`src/rtl/rem_mod_n_serial_if.sv`:
```
// Digit stream and remainder status bundle for rem_mod_n_serial.
// master drives the digit stream; slave is the remainder engine.
interface rem_mod_n_serial_if #(
  parameter int unsigned MOD   = 3,
  parameter int unsigned K     = 1,
  parameter int unsigned CNT_W = 8
);
  localparam int unsigned RW = (MOD > 2) ? $clog2(MOD) : 1;

  logic             start;
  logic             mode;
  logic             in_valid;
  logic [K-1:0]     in_digit;
  logic [RW-1:0]    rem;
  logic             rem_valid;
  logic             divisible;
  logic [CNT_W-1:0] digit_cnt;

  modport master (
    output start, mode, in_valid, in_digit,
    input  rem, rem_valid, divisible, digit_cnt
  );

  modport slave (
    input  start, mode, in_valid, in_digit,
    output rem, rem_valid, divisible, digit_cnt
  );
endinterface

```
`src/rtl/rem_mod_n_serial.sv`:
```
// Serial remainder engine: running value mod MOD over K-bit digits, MSB- or LSB-first.
// Define REM_MOD_N_REG_OUT_EN to add one output register stage (2-edge latency).
module rem_mod_n_serial #(
  parameter int unsigned MOD   = 3,
  parameter int unsigned K     = 1,
  parameter int unsigned CNT_W = 8
) (
  input logic               clk,
  input logic               rst,
  rem_mod_n_serial_if.slave bus
);
  localparam int unsigned RW = (MOD > 2) ? $clog2(MOD) : 1;
  // Wide enough for rem*2^K + digit and rem + digit*weight without overflow.
  localparam int unsigned PW = RW + K + 1;
  localparam logic [RW-1:0] W_ONE = RW'(1 % MOD);

  typedef enum logic {StIdle, StAcc} state_e;

  state_e           state_q, state_d;
  logic             mode_q, mode_d;
  logic [RW-1:0]    rem_q, rem_d;
  logic [RW-1:0]    weight_q, weight_d;
  logic [CNT_W-1:0] cnt_q, cnt_d;
  logic             div_q, div_d;

  logic [RW-1:0]    rem_base, weight_base;
  logic [CNT_W-1:0] cnt_base;
  logic             cur_mode;
  logic [PW-1:0]    msb_sum, lsb_sum, w_shift;

  always_comb begin
    // A digit arriving together with start is the first digit of the new number.
    rem_base    = bus.start ? '0 : rem_q;
    weight_base = bus.start ? W_ONE : weight_q;
    cnt_base    = bus.start ? '0 : cnt_q;
    cur_mode    = bus.start ? bus.mode : mode_q;

    msb_sum = (PW'(rem_base) << K) + PW'(bus.in_digit);
    lsb_sum = PW'(rem_base) + PW'(bus.in_digit) * PW'(weight_base);
    w_shift = PW'(weight_base) << K;

    state_d  = state_q;
    mode_d   = mode_q;
    rem_d    = rem_q;
    weight_d = weight_q;
    cnt_d    = cnt_q;
    div_d    = div_q;

    if (bus.start) begin
      state_d  = StIdle;
      mode_d   = bus.mode;
      rem_d    = '0;
      weight_d = W_ONE;
      cnt_d    = '0;
      div_d    = 1'b0;
    end

    if (bus.in_valid) begin
      state_d  = StAcc;
      rem_d    = RW'((cur_mode ? lsb_sum : msb_sum) % PW'(MOD));
      weight_d = RW'(w_shift % PW'(MOD));
      cnt_d    = (&cnt_base) ? cnt_base : cnt_base + CNT_W'(1);
      div_d    = (rem_d == '0);
    end
  end

  always_ff @(posedge clk) begin
    if (!rst) begin
      state_q  <= StIdle;
      mode_q   <= 1'b0;
      rem_q    <= '0;
      weight_q <= W_ONE;
      cnt_q    <= '0;
      div_q    <= 1'b0;
    end else begin
      state_q  <= state_d;
      mode_q   <= mode_d;
      rem_q    <= rem_d;
      weight_q <= weight_d;
      cnt_q    <= cnt_d;
      div_q    <= div_d;
    end
  end

`ifdef REM_MOD_N_REG_OUT_EN
  logic [RW-1:0]    rem_out_q;
  logic             valid_out_q;
  logic             div_out_q;
  logic [CNT_W-1:0] cnt_out_q;

  always_ff @(posedge clk) begin
    if (!rst) begin
      rem_out_q   <= '0;
      valid_out_q <= 1'b0;
      div_out_q   <= 1'b0;
      cnt_out_q   <= '0;
    end else begin
      rem_out_q   <= rem_q;
      valid_out_q <= (state_q == StAcc);
      div_out_q   <= div_q;
      cnt_out_q   <= cnt_q;
    end
  end

  assign bus.rem       = rem_out_q;
  assign bus.rem_valid = valid_out_q;
  assign bus.divisible = div_out_q;
  assign bus.digit_cnt = cnt_out_q;
`else
  assign bus.rem       = rem_q;
  assign bus.rem_valid = (state_q == StAcc);
  assign bus.divisible = div_q;
  assign bus.digit_cnt = cnt_q;
`endif
endmodule

```
`src/flat_wrapper.sv`:
```
// flat-port wrapper written by rule: the top's interface ports become plain ports
module rem_mod_n_serial_flat 
#(
  parameter int unsigned MOD   = 3,
  parameter int unsigned K     = 1,
  parameter int unsigned CNT_W = 8
)
  (clk, rst, bus_start, bus_mode, bus_in_valid, bus_in_digit, bus_rem, bus_rem_valid, bus_divisible, bus_digit_cnt);
  rem_mod_n_serial_if #(.MOD(MOD), .K(K), .CNT_W(CNT_W)) bus_i ();
  input logic clk;
  input logic rst;
  input wire logic [$bits(bus_i.start)-1:0] bus_start;
  input wire logic [$bits(bus_i.mode)-1:0] bus_mode;
  input wire logic [$bits(bus_i.in_valid)-1:0] bus_in_valid;
  input wire logic [$bits(bus_i.in_digit)-1:0] bus_in_digit;
  output wire logic [$bits(bus_i.rem)-1:0] bus_rem;
  output wire logic [$bits(bus_i.rem_valid)-1:0] bus_rem_valid;
  output wire logic [$bits(bus_i.divisible)-1:0] bus_divisible;
  output wire logic [$bits(bus_i.digit_cnt)-1:0] bus_digit_cnt;
  assign bus_i.start = bus_start;
  assign bus_i.mode = bus_mode;
  assign bus_i.in_valid = bus_in_valid;
  assign bus_i.in_digit = bus_in_digit;
  assign bus_rem = bus_i.rem;
  assign bus_rem_valid = bus_i.rem_valid;
  assign bus_divisible = bus_i.divisible;
  assign bus_digit_cnt = bus_i.digit_cnt;
  rem_mod_n_serial #(.MOD(MOD), .K(K), .CNT_W(CNT_W)) u_core (.clk(clk), .rst(rst), .bus(bus_i));
endmodule
```
`config.mk`:
```
export PLATFORM = sky130hd
export DESIGN_NAME = rem_mod_n_serial_flat
export DESIGN_NICKNAME = d
export VERILOG_FILES = /design/src/rtl/rem_mod_n_serial_if.sv /design/src/rtl/rem_mod_n_serial.sv /design/src/flat_wrapper.sv
export SDC_FILE = /design/constraint.sdc
export NUM_CORES = 1
export LEC_CHECK = 0
export ABC_AREA = 1
export CORE_ASPECT_RATIO = 1.2
export CORE_MARGIN = 2
export CORE_UTILIZATION = 49
export CTS_CLUSTER_SIZE = 30
export DETAILED_ROUTE_END_ITERATION = 7
export GPL_ROUTABILITY_DRIVEN = 0
export PLACE_DENSITY = 0.77
export SLEW_MARGIN = 5
export SYNTH_ARGS = -nofsm -noshare
export SYNTH_HDL_FRONTEND = slang
export SYNTH_SLANG_ARGS = --single-unit
```
`constraint.sdc`:
```
create_clock -name clk -period 3.15 [get_ports clk]
set_input_delay 0.63 -clock clk [delete_from_list [all_inputs] [get_ports clk]]
set_output_delay 0.63 -clock clk [all_outputs]
set_load 0.05 [all_outputs]
```
Word level (Yosys, flattened, before mapping)
Cells that the tools add are included.

Output and inout bits: 12. Register bits: 15.

Reduce and logical (&&, ||, !) cells: 3. $mul: 1. Divide/modulo/power cells: 2. Mux-type cells: 12. Add/subtract/negate cells: 3.

Operator list (count): 8-bit 2-to-1 mux (3); 8-bit by 1-bit adder with 8-bit output, second input constant (1); 2-bit 2-to-1 mux (4); 8-bit AND reduction (1); 2-bit by 3-bit adder with 4-bit output (1); 3-bit by 1-bit adder with 4-bit output (1); 3-bit by 2-bit modulo with 4-bit output, second input constant (1); 4-bit by 2-bit modulo with 4-bit output, second input constant (1); 1-bit 2-to-1 mux (4); 4-bit 2-to-1 mux (1); 1-bit by 2-bit multiplier with 3-bit output (1); 2-bit logical NOT (1); 2-bit nonzero test (1).

Depth between registers and ports, before layout
Gate-level depths: netlist of run 1.

Word-level depth: 7. Mapped depth: 18. Gate-level depth less buffers: 17.

Least setup slack after synthesis of run 1
OpenSTA, ideal clock, no wires.

Path kind: input port to flip-flop. Start point: input bus_start. End point: register u_core.div_q (netlist: u_core.bus.divisible). Slack: 661 ps. Stages on the path: 16. Library setup time: 120 ps. Required time: 3030 ps. Data arrival time: 2368 ps. Cell sequence: inv_2 -> buf_6 -> nand2_4 -> inv_1 -> ha_1 -> fa_1 -> inv_1 -> nand2_1 -> nand2_2 -> nor2_1 -> ha_1 -> inv_1 -> a21oi_1 -> nor2_2 -> nand2_1 -> a21oi_2.

Word-level cells in the longest chain between the ends: 7.

Ends and longest elaborated chain: start: declaration (RTL line flat_wrapper.sv:12) `input wire logic [$bits(bus_i.start)-1:0] bus_start;`; 2-bit 2-to-1 mux (RTL line rem_mod_n_serial.sv:34) `weight_base = bus.start ? W_ONE : weight_q;`; 1-bit by 2-bit multiplier with 3-bit output (RTL line rem_mod_n_serial.sv:39) `lsb_sum = PW'(rem_base) + PW'(bus.in_digit) * PW'(weight_base);`; 2-bit by 3-bit adder with 4-bit output (RTL line rem_mod_n_serial.sv:39); 4-bit 2-to-1 mux (RTL line rem_mod_n_serial.sv:60) `rem_d = RW'((cur_mode ? lsb_sum : msb_sum) % PW'(MOD));`; 4-bit by 2-bit modulo with 4-bit output (RTL line rem_mod_n_serial.sv:60); 2-bit logical NOT (RTL line rem_mod_n_serial.sv:63) `div_d = (rem_d == '0);`; 1-bit 2-to-1 mux (RTL line rem_mod_n_serial.sv:58) `if (bus.in_valid) begin`; end signal: assignment (RTL line rem_mod_n_serial.sv:81) `div_q <= div_d;`; end: declaration (RTL line rem_mod_n_serial.sv:24) `logic div_q, div_d;`.

Several ways; a longest one is shown, not always the timed one. A chain may end at the register's enable or synchronous reset.

Worst setup path in the final report of run 1
Same ends and word-level chain as after synthesis.

==> impl_metrics.yaml, run 1 <==
run_status:
  status: "completed"
detailed_routing:
  drc: 0
  wl_per_cell_um: 10.90
  wl_um: 1874
  drtPass1Iterations: 4
  viasPerCell: 4.942
  vias: 850
  ant_nets: 0
  drt_iter0_drc: 22
die:
  die_h_um: 50.94
  ioPinCount: 18
  die_w_um: 43.12
  core_sq_um: 1682
  die-area_sq_um: 2196
  initial_utilization_pct: 53.50
  rows: 16
global_routing:
  antenna_found_initial: 0
  grt_pass1_vias: 818
  grt_max_degree: 10
  track_usage_pct: 19.53
  grt-ovfl-total: 0
  grt_pass1_wl_um: 3339
synthesis:
  synthFlopType: "dfxtp_1"
  synth_top_area_cell: "dfxtp_1"
  syn_area_sq_um: 899.6
  synth_most_common_cell: "nand2_1"
  syn_inst: 130
  ys_top_cells_by_area: "dfxtp_1 33%, nand2_1 12%, nor2_1 7.9%"
  syn_nets: 140
  seq_area_frac_synth_pct: 33.38
  synth_cell_types: 24
  synth_edf_count: 0
  synth_area_per_cell_sq_um: 6.920
  synth-seq-cells: 15
  yosys_warnings: 0
  yosysTopAreaCellShare_pct: 33.38
  synthArstFlopShare_pct: 0
  ys_top_cells_by_count: "28 x nand2_1, 19 x nor2_1, 18 x inv_1"
worst_setup_path:
  r2r_start: "u_core.bus.rem[0]"
  critical_path_class: "in2reg"
  endpoint_kind: "flip-flop"
  worstPathMaxFanout: 6
  critPathLaunchType: "input pin"
  cp.required_ns: 3.32
  cp-startpoint: "bus_start"
  arrival_ns: 2.97
sta:
  finalCriticalPeriod_ns: 2.797
  tightest_slew_ns: 0.4985
  maxSlewViolCount: 0
  fin_setup_tns_ns: 0
  timing.slew.headroom_pct: 66.67
  max_freq_ghz: 0.3576
  rsz0062_at_grt: "no"
  min_period_over_period_pct: 88.79
  hold_viol: 0
  skew_ns: 0.002744
  setup_viol_count_final: 0
layout:
  drive_gt1_share_pct: 16.88
  fin_cells: 172
  diodes: 0
  finalInstanceArea_sq_um: 1140
  fin_nets: 165
  syn_to_final_growth_pct: 26.70
clocking:
  cts_htree_levels: 1
  ctsResizeCount: 0
  cts.reportedPaths.clkPinSlew_ns: 0.08
  clockRootBuffer: "clkbuf_4"
  post_cts_buffers: 0
  postCtsHoldBufs: 0
  cts_buffers: 3
  clk_path_buf_depth: 2
  insertion_delay_ns: 0.28
  cts_tree: "done"
  cts_sinks: 15
placed_design:
  io_buffers: 17
  dp_hpwl_um: 1499
  placed_area_sq_um: 1114
  dp_cells: 168
power:
  p_leak_nw: 0.5573
  power_density_nw_per_um2: 361.5
  vdd_ir_drop_max_uv: 310.1
min_path:
  min_path_type: "reg2reg"
  hold_start: "u_core.bus.rem_valid"
job:
  maxCapViolCount: 0
registers in the layout, summed over array words and instances, names as in the netlist:
register,count
u_core.bus.rem,2
u_core.weight_q,2
u_core.bus.rem_valid,1
u_core.mode_q,1
u_core.bus.divisible,1
u_core.bus.digit_cnt,8
power breakdown:
| part | switching [W] | internal, W | total (W) |
|---|---|---|---|
| Sequential | 0.00000466 | 0.000198 | 0.000202 |
| Clock | 0.0000597 | 0.0000492 | 0.000109 |
| Combinational | 0.0000632 | 0.0000376 | 0.000101 |
| Total | 0.000128 | 0.000285 | 0.000412 |
cells in the final DEF (no fill, tap or decap), drive strengths merged:
| cell | count |
|---|---|
| nand3 | 6 |
| nand2 | 36 |
| clkdlybuf4s50 | 17 |
| clkbuf | 4 |
| a41oi | 1 |
| xnor2 | 1 |
| buf | 5 |
| inv | 20 |
| ha | 3 |
| o211a | 1 |
| fa | 1 |
| xor2 | 2 |
| nand4 | 2 |
| dfxtp | 15 |
| nor2 | 22 |
| a21oi | 8 |
| o21ai | 10 |
logic make-up after synthesis:
family                     synth area share, %
and+or+nand+nor                          34.21
DFF                                      33.38
AOI/OAI and AO/OA                        12.93
adders and majority gates                6.398
buffers and inverters                    10.15
xor gates and xnor gates                 2.921
metrics by stage:
step / hold WS [ns] / utilization (%) / worst slack, ns / power, W
6_report: 0.4668 / 67.78 / 0.3532 / 0.0004121
5_1_grt: 0.5029 / 67.78 / 0.1141 / 0.0004331
3_3_place_gp: 0.4525 / 66.22 / 0.08719 / 0.0003062
2_1_floorplan: 0.4810 / - / 0.6612 / 0.0002757
4_1_cts: 0.4730 / 67.78 / 0.3519 / 0.0004147
3_5_place_dp: 0.4601 / 66.22 / 0.06342 / 0.0003082
final timing paths:
path	to	slack (ns)	depth (start not counted)
setup / recovery	u_core.bus.divisible	0.35	16
hold / removal	u_core.bus.rem_valid	0.47	2
setup reg to reg	u_core.bus.divisible	1.03	14
hold reg to reg	u_core.bus.rem_valid	0.47	2
worst max-delay path: stages:
cell and delay, ns:
clkdlybuf4s50_1 0.56, inv_2 0.11, nand2_4 0.08, inv_1 0.05
ha_1 0.20, fa_1 0.48, inv_1 0.04, nand2_1 0.07
nand2_2 0.06, nor2_1 0.12, ha_1 0.16, inv_1 0.07
a21oi_1 0.17, nor2_2 0.07, nand2_1 0.07, a21oi_2 0.04
final cells by class:
cell class / count / area [sq um]
multi-input cells: 93 / 508.0
flip-flops and latches: 15 / 300.3
well taps: 18 / 22.52
inverters: 20 / 75.07
clock buffers: 4 / 26.28
fillers: 171 / 541.8
repair buffers: 22 / 207.7
per-layer routing:
metal	wire length, um	GRT usage (%)	part of all wire (%)
met3	80	2.473	4.3
met4	27	7.576	1.4
met2	929	32.09	50
met5	0	0	0
met1	837	25.77	45
(Power assumes the default switching activity.)
==> run 2: changes to the inputs <==
--- a/config.mk
+++ b/config.mk
@@ -13,6 +13,7 @@
 export DETAILED_ROUTE_END_ITERATION = 7
 export GPL_ROUTABILITY_DRIVEN = 0
 export PLACE_DENSITY = 0.77
+export REMOVE_ABC_BUFFERS = 1
 export SLEW_MARGIN = 5
 export SYNTH_ARGS = -nofsm -noshare
 export SYNTH_HDL_FRONTEND = slang
==> run 2 against run 1 <==
Net effect: clock-buffer cell count did not move; first-iteration DRC count fell by 14%; combinational power barely moved; via count rose by 0.71%; cell count rose by 0.58%; flip-flop and latch count did not move; non-clock buffer count rose by 1; global-route usage fell by 0.35 points; power rose by 0.53%; critical path type unchanged.
==> impl_metrics.yaml, run 2 (same netlist as run 1, synthesis figures left out) <==
layout:
  finalInstanceArea_sq_um: 1147
  syn_to_final_growth_pct: 27.54
  diodes: 0
  layout_common_cells: "28 x nand2_1, 19 x nor2_1, 18 x inv_1"
  drive_gt1_share_pct: 17.42
  fill_cells: 163
  final_common_cell: "nand2_1"
  largest_reg_flops: 8
  fin_nets: 166
global_routing:
  antenna_found_initial: 0
  track_usage_pct: 19.18
  grt_pass1_wl_um: 3229
  grt_max_degree: 11
  grt-ovfl-total: 0
  grt_pass1_vias: 808
die:
  die-area_sq_um: 2196
  core_sq_um: 1682
  ioPinCount: 18
  die_w_um: 43.12
  die_h_um: 50.94
  rows: 16
  initial_utilization_pct: 53.50
worst_setup_path:
  crit_buf_inv: 5
  critPathTopFamily: "adder cells"
  cp_cell_sequence: "clkdlybuf4s50_1 -> inv_2 -> nand2_4 -> inv_1 -> ha_1 -> fa_1 -> inv_1 -> nand2_1 -> nand2_2 -> nor2_1 -> ha_1 -> inv_1 -> a21oi_1 -> nor2_2 -> nand2_1 -> a21oi_2"
  r2r_setup_slack_ns: 1.01
  critical_path_class: "in2reg"
  slowest_stage: "clkdlybuf4s50_1"
  worst_path_largest_cell_delay_ns: 0.55
  endpoint_kind: "flip-flop"
  arrival_ns: 2.95
  cp.required_ns: 3.32
  worstPathMaxFanout: 4
  critPathMostFrequentCell: "inv_1"
  critPathLaunchType: "input pin"
clocking:
  cts_buffers: 3
  insertion_delay_ns: 0.28
  cts_sinks: 15
  clk_path_buf_depth: 2
  cts.reportedPaths.clkPinSlew_ns: 0.09
  clockRootBuffer: "clkbuf_4"
  postCtsHoldBufs: 0
  cts_tree: "done"
  ctsResizeCount: 0
  post_cts_buffers: 0
  cts_htree_levels: 1
sta:
  timing.slew.headroom_pct: 66.13
  maxSlewViolCount: 0
  skew_ns: 0.0006097
  hold_viol: 0
  min_period_over_period_pct: 88.25
  tightest_slew_ns: 0.5065
  fin_setup_tns_ns: 0
  setup_viol_count_final: 0
  rsz0062_at_grt: "no"
  max_freq_ghz: 0.3597
  finalCriticalPeriod_ns: 2.780
  holdWs_ns: 0.4778
detailed_routing:
  wl_um: 1876
  wl_per_cell_um: 10.84
  drt_iter0_drc: 19
  viasPerCell: 4.948
  ant_nets: 0
  drtPass1Iterations: 4
  vias: 856
  drc: 0
power:
  power.total_w: 0.0004143
  p_leak_nw: 0.5621
  power_density_nw_per_um2: 361.1
  vdd_ir_drop_max_uv: 258.5
placed_design:
  placed_area_sq_um: 1121
  io_buffers: 17
  dp_hpwl_um: 1514
min_path:
  min_path_type: "reg2reg"
run_status:
  status: "completed"
job:
  maxCapViolCount: 0
==> run 2: cell types whose count changed in the layout (fill, tap and decap cells not counted), sizes merged <==
cell  delta
buf      +1
==> run 2: stage by stage <==
step	setup slack, ns	util, %	instances
6_report	0.3702	68.23	173
3_3_place_gp	0.1402	66.67	169
4_1_cts	0.3620	68.23	173
3_5_place_dp	0.07072	66.67	169
5_1_grt	0.1606	68.23	173
2_1_floorplan	0.7261	-	128
==> run 2: report_power, final <==
part           internal, W  leakage, nW  switching, W
Sequential        0.000198        0.123    0.00000499
Combinational    0.0000384        0.424     0.0000634
Clock            0.0000490       0.0150     0.0000607
Total             0.000285        0.562      0.000129
==> run 2: routing by layer <==
layer  track usage [%]  vias to the layer above  share of wire (%)
met5                 0                        -                  0
met4             7.576                        0               0.69
met3             2.120                        2                3.2
met2             34.83                       10                 51
met1             22.52                      389                 45
li1                  -                      455                  -
==> run 2: worst min-delay path, delay by kind of cell, from the launching register on <==
family           cells  cell delay, ns
AO/OA/AOI/OAI        1            0.05
flip-flops           1            0.32
AND/OR/NAND/NOR      1            0.06
==> run 2: worst paths after layout <==
path | startpoint | to | cells after the start
max | bus_start | u_core.bus.divisible | 16
min | u_core.bus.rem_valid | u_core.bus.rem_valid | 2
max reg2reg | u_core.bus.rem[0] | u_core.bus.divisible | 14
min reg2reg | u_core.bus.rem_valid | u_core.bus.rem_valid | 2
==> run 2: cell type report <==
| class | instances | area (sq um) | share of cell area [%] |
|---|---|---|---|
| inverters | 20 | 75.07 | 6.543 |
| clock buffers | 4 | 26.28 | 2.290 |
| repair buffers | 23 | 215.2 | 18.76 |
| flip-flops and latches | 15 | 300.3 | 26.17 |
| well taps | 18 | 22.52 | 1.963 |
| multi-input cells | 93 | 508.0 | 44.27 |
==> run 3: changes to the inputs <==
--- a/config.mk
+++ b/config.mk
@@ -6,6 +6,7 @@
 export NUM_CORES = 1
 export LEC_CHECK = 0
 export ABC_AREA = 1
+export CAP_MARGIN = 30
 export CORE_ASPECT_RATIO = 1.2
 export CORE_MARGIN = 2
 export CORE_UTILIZATION = 49
==> results of run 3 <==
The final DEF is identical to that of run 2; final timing and power are the same.
